===== src/rtl/wb_alu_seq.sv =====
// Wishbone ALU peripheral: operand/control registers, single-cycle ALU ops and a
// WIDTH-cycle shift-add multiplier producing a 2*WIDTH-bit result.
module wb_alu_seq #(
    parameter logic [31:0] BASE_ADDRESS = 32'h3000_0000,
    parameter int          WIDTH        = 32,
    parameter int          NUM_LEDS     = 12
) (
    input  logic                clk,
    input  logic                reset,
    input  logic                i_wb_cyc,
    input  logic                i_wb_stb,
    input  logic                i_wb_we,
    input  logic [31:0]         i_wb_addr,
    input  logic [31:0]         i_wb_data,
    output logic                o_wb_ack,
    output logic                o_wb_stall,
    output logic [31:0]         o_wb_data,
    input  logic                buttons,
    output logic                irq,
    output logic [NUM_LEDS-1:0] leds,
    output logic [NUM_LEDS-1:0] led_enb
);

    localparam int SW = $clog2(2*WIDTH);
    localparam int CW = $clog2(WIDTH+1);
    localparam logic [1:0] S_IDLE = 2'd0;
    localparam logic [1:0] S_EXEC = 2'd1;
    localparam logic [1:0] S_MUL  = 2'd2;
    localparam logic [3:0] OP_MUL = 4'd8;
    localparam logic [WIDTH-1:0]   ONE_W  = {{(WIDTH-1){1'b0}}, 1'b1};
    localparam logic [2*WIDTH-1:0] ONE_2W = {{(2*WIDTH-1){1'b0}}, 1'b1};
    localparam logic [WIDTH-1:0]   ZERO_W = '0;

    logic [1:0]         state;
    logic [WIDTH-1:0]   opa, opb, mplier;
    logic [4:0]         ctrl;
    logic [2*WIDTH-1:0] result, mcand, acc, acc_nxt;
    logic [CW-1:0]      cnt;
    logic               done, err, ovr, busy;
    logic [31:0]        offset, rd_data, led_full;
    logic [2:0]         word;
    logic               mapped, req, wr, rd, op_wr;

    function automatic logic [2*WIDTH-1:0] alu_op(input logic [3:0] op,
                                                   input logic [WIDTH-1:0] a,
                                                   input logic [WIDTH-1:0] b);
        logic [2*WIDTH-1:0] ax, bx;
        ax = {ZERO_W, a};
        bx = {ZERO_W, b};
        case (op)
            4'd0:    return {ZERO_W, ~a};
            4'd1:    return {ZERO_W, a & b};
            4'd2:    return ax;
            4'd3:    return {ZERO_W, a | b};
            4'd4:    return {ZERO_W, a - ONE_W};
            4'd5:    return ax + bx;
            4'd6:    return {ZERO_W, a - b};
            4'd7:    return ax + ONE_2W;
            4'd9:    return {ZERO_W, a ^ b};
            4'd10:   return ax << b[SW-1:0];
            4'd11:   return ax >> b[SW-1:0];
            default: return '0;
        endcase
    endfunction

    assign offset = i_wb_addr - BASE_ADDRESS;
    assign word   = offset[4:2];
    assign mapped = (offset[31:5] == 27'd0) && (offset[1:0] == 2'b00) && (word <= 3'd5);
    assign req    = i_wb_cyc & i_wb_stb & mapped;
    assign wr     = req & i_wb_we;
    assign rd     = req & ~i_wb_we;
    assign op_wr  = wr && (word == 3'd0 || word == 3'd3 || word == 3'd4);
    assign busy   = (state != S_IDLE);

    assign acc_nxt = mplier[0] ? acc + mcand : acc;

    always_comb begin
        rd_data = '0;
        case (word)
            3'd0:    rd_data[WIDTH-1:0] = opa;
            3'd1:    rd_data[4:0]       = {ovr, err, buttons, done, busy};
            3'd2:    rd_data[WIDTH-1:0] = result[WIDTH-1:0];
            3'd3:    rd_data[WIDTH-1:0] = opb;
            3'd4:    rd_data[4:0]       = ctrl;
            3'd5:    rd_data[WIDTH-1:0] = result[2*WIDTH-1:WIDTH];
            default: rd_data = '0;
        endcase
    end

    always_ff @(posedge clk) begin
        if (reset) begin
            state     <= S_IDLE;
            opa       <= '0;
            opb       <= '0;
            ctrl      <= '0;
            result    <= '0;
            mcand     <= '0;
            mplier    <= '0;
            acc       <= '0;
            cnt       <= '0;
            done      <= 1'b0;
            err       <= 1'b0;
            ovr       <= 1'b0;
            o_wb_ack  <= 1'b0;
            o_wb_data <= '0;
        end else begin
            o_wb_ack  <= req;
            o_wb_data <= rd ? rd_data : 32'd0;
            if (wr && !busy && word == 3'd0) opa <= i_wb_data[WIDTH-1:0];
            if (wr && !busy && word == 3'd3) opb <= i_wb_data[WIDTH-1:0];
            if (wr && word == 3'd1) begin
                if (i_wb_data[1]) done <= 1'b0;
                if (i_wb_data[3]) err  <= 1'b0;
                if (i_wb_data[4]) ovr  <= 1'b0;
            end
            if (op_wr && busy) ovr <= 1'b1;
            // Completion updates come last so a same-edge done clear loses.
            case (state)
                S_IDLE: begin
                    if (wr && word == 3'd4) begin
                        ctrl   <= i_wb_data[4:0];
                        done   <= 1'b0;
                        mcand  <= {ZERO_W, opa};
                        mplier <= opb;
                        acc    <= '0;
                        cnt    <= CW'(WIDTH);
                        state  <= (i_wb_data[3:0] == OP_MUL) ? S_MUL : S_EXEC;
                    end
                end
                S_EXEC: begin
                    result <= alu_op(ctrl[3:0], mcand[WIDTH-1:0], mplier);
                    if (ctrl[3:2] == 2'b11) err <= 1'b1;
                    done  <= 1'b1;
                    state <= S_IDLE;
                end
                S_MUL: begin
                    acc    <= acc_nxt;
                    mcand  <= mcand << 1;
                    mplier <= mplier >> 1;
                    cnt    <= cnt - CW'(1);
                    if (cnt == CW'(1)) begin
                        result <= acc_nxt;
                        done   <= 1'b1;
                        state  <= S_IDLE;
                    end
                end
                default: state <= S_IDLE;
            endcase
        end
    end

    assign led_full   = {20'd0, ctrl[3:0], result[3:0], opa[3:0]};
    assign leds       = led_full[NUM_LEDS-1:0];
    assign led_enb    = '0;
    assign o_wb_stall = 1'b0;
    assign irq        = done & ctrl[4];

endmodule


===== config.mk =====
export PLATFORM = sky130hd
export DESIGN_NAME = wb_alu_seq
export DESIGN_NICKNAME = d
export VERILOG_FILES = /design/src/rtl/wb_alu_seq.sv
export SDC_FILE = /design/constraint.sdc
export NUM_CORES = 2
export LEC_CHECK = 0
export ABC_AREA = 1
export CAP_MARGIN = 10
export CORE_MARGIN = 10
export CORE_UTILIZATION = 39
export DETAILED_ROUTE_END_ITERATION = 10
export GPL_ROUTABILITY_DRIVEN = 0
export GPL_TIMING_DRIVEN = 0
export MAX_ROUTING_LAYER = met4
export PLACE_DENSITY = 0.6
export SLEW_MARGIN = 20
export SYNTH_ARGS = -nofsm -noshare
export SYNTH_HDL_FRONTEND = slang
export SYNTH_SLANG_ARGS = --single-unit

===== constraint.sdc =====
create_clock -name clk -period 2.9 [get_ports clk]
set_input_delay 0.29 -clock clk [delete_from_list [all_inputs] [get_ports clk]]
set_output_delay 0.29 -clock clk [all_outputs]
set_load 0.01 [all_outputs]

# After elaboration in Yosys (flattened, before gate mapping)
# Cells that the tools add are included.
[totals] regBits=337 inputBits=70 out_inout_bits=59
[op_classes] add_sub_neg=7 order_cmp=1 eq_ne=22 shift=2 n_mux=30 bitwise=11 reduce_logical=28
[op_table] cell="case mux 64 bit (11 select lines)" count=1
[op_table] cell="case mux 64 bit (2 select lines)" count=3
[op_table] cell="2-to-1 mux 64 bit" count=4
[op_table] cell="case mux 27 bit (4 select lines)" count=1
[op_table] cell="adder 64 bit" count=1
[op_table] cell="case mux 32 bit (2 select lines)" count=1
[op_table] cell="<< shifter 32 x 6 -> 64 bit" count=1
[op_table] cell=">> shifter 32 x 6 -> 64 bit" count=1
[op_table] cell="adder 32 x 1 -> 33 bit, second input constant" count=1
[op_table] cell="adder 32 x 32 -> 33 bit" count=1
[op_table] cell="bitwise AND 32 bit" count=1
[op_table] cell="2-to-1 mux 32 bit" count=1
[op_table] cell="NOT 32 bit" count=1
[op_table] cell="OR 32 bit" count=1
[op_table] cell="subtractor 32 x 1 -> 32 bit, second input constant" count=1
[op_table] cell="subtractor 32 x 30 -> 32 bit, second input constant" count=1
[op_table] cell="subtractor 32 bit" count=1
[op_table] cell="bitwise XOR 32 bit" count=1
[op_table] cell="case mux 5 bit (6 select lines)" count=1
[op_table] cell="logical NOT 27 bit" count=1
[op_table] cell="== test 4 x 3 -> 1 bit, second input constant" count=4
[op_table] cell="== test 4 bit, second input constant" count=4
[op_table] cell="case mux 6 bit (2 select lines)" count=1
[op_table] cell="2-to-1 mux 1 bit" count=11
[op_table] cell="other kinds (26)" count=56

# Logic depth before layout (Yosys ltp)
[logic_depth] depth_word=10 ltp_mapped=23 ltp_nobuf=22

# Least setup slack after synthesis
# OpenSTA, ideal clock, no wires.
[synth_timing] path_type="register to register" start="register ctrl[2]" end="register result[24]" t_arrival_ps=2764 t_required_ps=2781 path_slack_ps=17 stages_incl_launch_ff=23 n_path_buf=1 cell_sequence="dfxtp_1 inv_1 nor2_1 inv_1 nor2_1 clkbuf_1 nand2_1 ha_1 fa_1 inv_1 nand3_1 nand3_1 nand2_1 nand3_1 nand2_1 nand3_1 nand2_1 nand2_1 nor2_1 nor2_1 nand2_1 nand2_1 a21oi_1"
[synth_between] elab_chain_len=3
[synth_rtl] element="start: declaration" line="36" rtl="logic [4:0] ctrl;"
[synth_rtl] element="start signal: assignment" line="121" rtl="ctrl <= i_wb_data[4:0];"
[synth_rtl] element="== test 4 bit (tied with other cells)" line="50" rtl="case (op)"
[synth_rtl] element="case mux 64 bit (11 select lines) (*)" line="50"
[synth_rtl] element="case mux 64 bit (2 select lines) (*)" line="118" rtl="case (state)"
[synth_rtl] element="end signal: assignment" line="131" rtl="result <= alu_op(ctrl[3:0], mcand[WIDTH-1:0], mplier);"
[synth_rtl] element="end signal: assignment" line="142" rtl="result <= acc_nxt;"
[synth_rtl] element="end: declaration" line="37" rtl="logic [2*WIDTH-1:0] result, mcand, acc, acc_nxt;"
# Every way passes the cells marked *; elsewhere a longest branch is shown, timed or not.
# A chain may end at the register's enable or synchronous reset.

# Worst setup path after layout
[layout_timing] start="register ctrl[3]" end="register result[29]"
# Same word-level chain as after synthesis.

==> run_results.csv <==
group,metric,value,unit
routing,num_vias,40470,
setup_path,critPathSlowestCell,"nand4_1",
yosys,async_flop_share,0,%
yosys,seq_area_frac_synth,21.91,%
yosys,synth_compound_area_share,18.86,%
yosys,synth_area,30790,um^2
setup_path,critPathRequiredTime,3.32,ns
pwr,ir_drop,0.4549,mV
pwr,switching_share,23.14,%
pwr,finalPower,9971,uW
timing,setup_viol,36,
cts,h-tree-depth,2,
setup_path,worst-path-buf-inv,5,
yosys,synth_top_family_by_area,"simple AND/OR/NAND/NOR gates",
grt,antenna_found_initial,1,
setup_path,critPathMaxFanout,5,
pwr,p_sw,2307,uW
pwr,powerDensity,254.0,nW/um^2
setup_path,path_class,"reg2reg",
routing,first_pass_iters,8,
yosys,synth_area_leader_cell,"dfxtp_1",
cts,root_buffer,"clkbuf_16",
yosys,yosysUniqueCellTypes,50,
routing,drcViolationCount,0,
cts,cts_hold_buf,0,
grt,track_usage,35.36,%
routing,drt_iter0_markers,5937,
yosys,ys_top_cells_by_area,"dfxtp_1 22%, nand2_1 19%, nand3_1 10%",
placement,dp_hpwl,129.8,mm
floorplanning,fp.dieW,301.0,um
setup_path,path_cells,"nor2_4, inv_4, nor2_4, buf_6, clkbuf_8, buf_6, nand2_4, ha_4, nand2_4, inv_1, nand2_1, nand2_2, a21oi_2, nand2_2, nand2_2, nand3_1, nand3_2, nand4_1, nand2_1, a21oi_2",
final_layout,nets,5940,
placement,port_buffers,113,
timing,hold_viol,0,
placement,dp_slack,-1.710,ns
yosys,synth_cells,5371,
grt,grt_pass1_wl,234.9,mm
yosys,synth_top_area_share,21.91,%
yosys,syn_area_per_cell,5.732,um^2
pwr,p_int,7664,uW
yosys,ys_warn_count,0,
timing,fin_crit_sh,114.6,%
cts,insertion_delay,0.55,ns
yosys,synthAdderAreaFrac,8.404,%
setup_path,start_kind,"register",
cts,cts_buffer_depth,3,
final_layout,postLayoutCoreUtil,50.43,%
setup_path,arrival,3.74,ns
timing,max_freq,301.0,MHz
run_status,violations,"negative setup slack",
setup_path,r2r_slack,-0.42,ns
pwr,pwr-share-clk,50.7,%
routing,avgViaCountPerCell,6.012,
setup_path,max_stage_delay,0.38,ns
yosys,synth_edf_count,0,
cts,cts_made_buffers,36,
cts,cts_sinks,337,
floorplanning,initial_core_util,39.55,%
timing,slew_headroom,27.79,%
yosys,synthXorXnorAreaFrac,0.2845,%
timing,whs,0.2805,ns
floorplanning,pin_count,129,
run,drv_cap,0,
yosys,synthSimpleGateAreaFrac,39.16,%
setup_path,crit_path_frequent_cell,"nand2_2",
routing,ant_nets,0,
pwr,leakage,0.01659,uW
timing,tightest_slew,1.083,ns
yosys,ys_ff_latch,337,
pwr,pwr-share-comb,3.2,%
floorplanning,die_area,90580,um^2
floorplanning,core,77850,um^2
grt,grt_max_degree,18,
timing,slew_violations,0,
setup_path,cpLargestDelayFamily,"simple AND/OR/NAND/NOR gates",
yosys,synthFlopType,"dfxtp_1",
hold_path,hold_class,"in2reg",
final_layout,drive_gt1_share,17.31,%
final_layout,syn2layout_area_growth,27.51,%
grt,grt_pass1_vias,35910,
yosys,synth_mux_area_share,0.3576,%
floorplanning,core.rowCount,102,
timing,rsz0062_at_grt,"yes",
setup_path,setup.worst_path.end_class,"register",
timing,min_period,3.322,ns
timing,fin_ws,-0.4220,ns
cts,cts_tree,"yes",
cts,clk_pin_slew,0.07,ns
run_status,outcome,"finished, violations left",
grt,grt_overflow,0,
routing,wirelength,166.7,mm
pwr,p_seq_share,46.1,%
floorplanning,die_y,301.0,um
timing,finClkSkew,0.01802,ns
routing,wl_per_cell,24.76,um
[sequential cells by signal, indices dropped and copies added (netlist names)]
register,flops
o_wb_data,32
ctrl,5
opa,32
acc,64
mplier,32
mcand,64
opb,32
result,64
err,1
cnt,6
state,2
ovr,1
done,1
o_wb_ack,1
[power by group through the flow]
| stage | logic (uW) | clock network [uW] | registers, uW |
|---|---|---|---|
| 2_1_floorplan | 131 | 0 | 4730 |
| 3_3_place_gp | 305 | 0 | 4730 |
| 3_5_place_dp | 305 | 0 | 4730 |
| 4_1_cts | 307 | 5040 | 4610 |
| 5_1_grt | 333 | 5230 | 4590 |
| 6_report | 316 | 5060 | 4590 |
[cell type report]
type	count	area, um^2
antenna	1	2.502
sequential	337	6877
tap	1040	1301
clock buffer	51	1067
clock inverter	13	195.2
inverter	563	2141
buffer	273	1478
timing repair buffer	250	2316
multi-input combinational	4204	23880
fill	7982	38590
[Yosys cell counts (11+ instances only)]
cell and count:
ha_1 202, buf_1 29, mux2i_1 11, buf_4 27, nand4_1 38, o211ai_1 25, nand2_1 1536, o21ai_1 49
a21oi_1 457, nor2_1 561, or2_2 20, nor3_1 34, nand3b_1 14, and2_1 24, o22ai_1 17, inv_1 556
a211oi_1 24, a22oi_1 31, a31oi_1 51, buf_2 66, dfxtp_1 337, o21bai_1 11, nand3_1 640, clkbuf_1 151
o21ai_0 373
[placed cells by master, fill, tap and decap left out, types with 113 or more instances in the layout]
cell / n
clkdlybuf4s50_1: 113
inv_1: 517
o21ai_0: 343
nand2_2: 174
nor2_1: 470
clkbuf_1: 136
a21oi_1: 393
nand3_1: 585
ha_1: 137
buf_4: 138
nand2_1: 1302
dfxtp_1: 299
[stage by stage]
step                instances  instance area (um^2)  TNS [ns]
global placement         6536                 33270    -81.94
finish                   6732                 39260    -6.781
detailed placement       6536                 33270    -80.77
floorplan                5383                 30830         0
global route             6732                 39260    -9.264
CTS                      6681                 37740   -0.9388
[worst reg2reg max path, stage by stage (launching register included)]
cell and delay, ns:
dfxtp_4 0.37, nor2_4 0.25, inv_4 0.09, nor2_4 0.13, buf_6 0.13, clkbuf_8 0.15, buf_6 0.11, nand2_4 0.06
ha_4 0.28, nand2_4 0.11, inv_1 0.05, nand2_1 0.07, nand2_2 0.06, a21oi_2 0.21, nand2_2 0.12, nand2_2 0.09
nand3_1 0.11, nand3_2 0.11, nand4_1 0.38, nand2_1 0.23, a21oi_2 0.07
[worst paths after layout]
path	end	start	depth (start not counted)
min	o_wb_data[1]	i_wb_addr[4]	4
max reg2reg	result[29]	ctrl[3]	20
min reg2reg	err	err	2
max	result[29]	ctrl[3]	20
[what timing repair did]
action | CTS | global route
gates resized for setup | 676 | 309
endpoints found under the hold margin | 0 | 0
pin swaps | 167 | 189
buffers inserted | 80 | 52
gates cloned | 6 | 0
setup endpoints to repair | 110 | 86
[kinds of logic (layout without fill, tap and decap cells)]
group | count (synthesis) | after routing
flops | 337 | 337
fa+ha+maj | 205 | 205
compound gates | 1072 | 1072
mux | 11 | 11
simple gates | 2893 | 2893
xor+xnor | 10 | 10
buf+inv | 842 | 1150
other cells | 1 | 14
[layer usage]
metal  vias to the layer above  GRT usage (%)  share of wire [%]
met5                         -              -                  0
met3                       665          9.572                 13
met4                         0          19.62                7.7
met1                     18600          45.10                 39
li1                      18320              -                  -
met2                      2887          49.77                 40
Note: power is estimated with default switching activity, not from simulation.
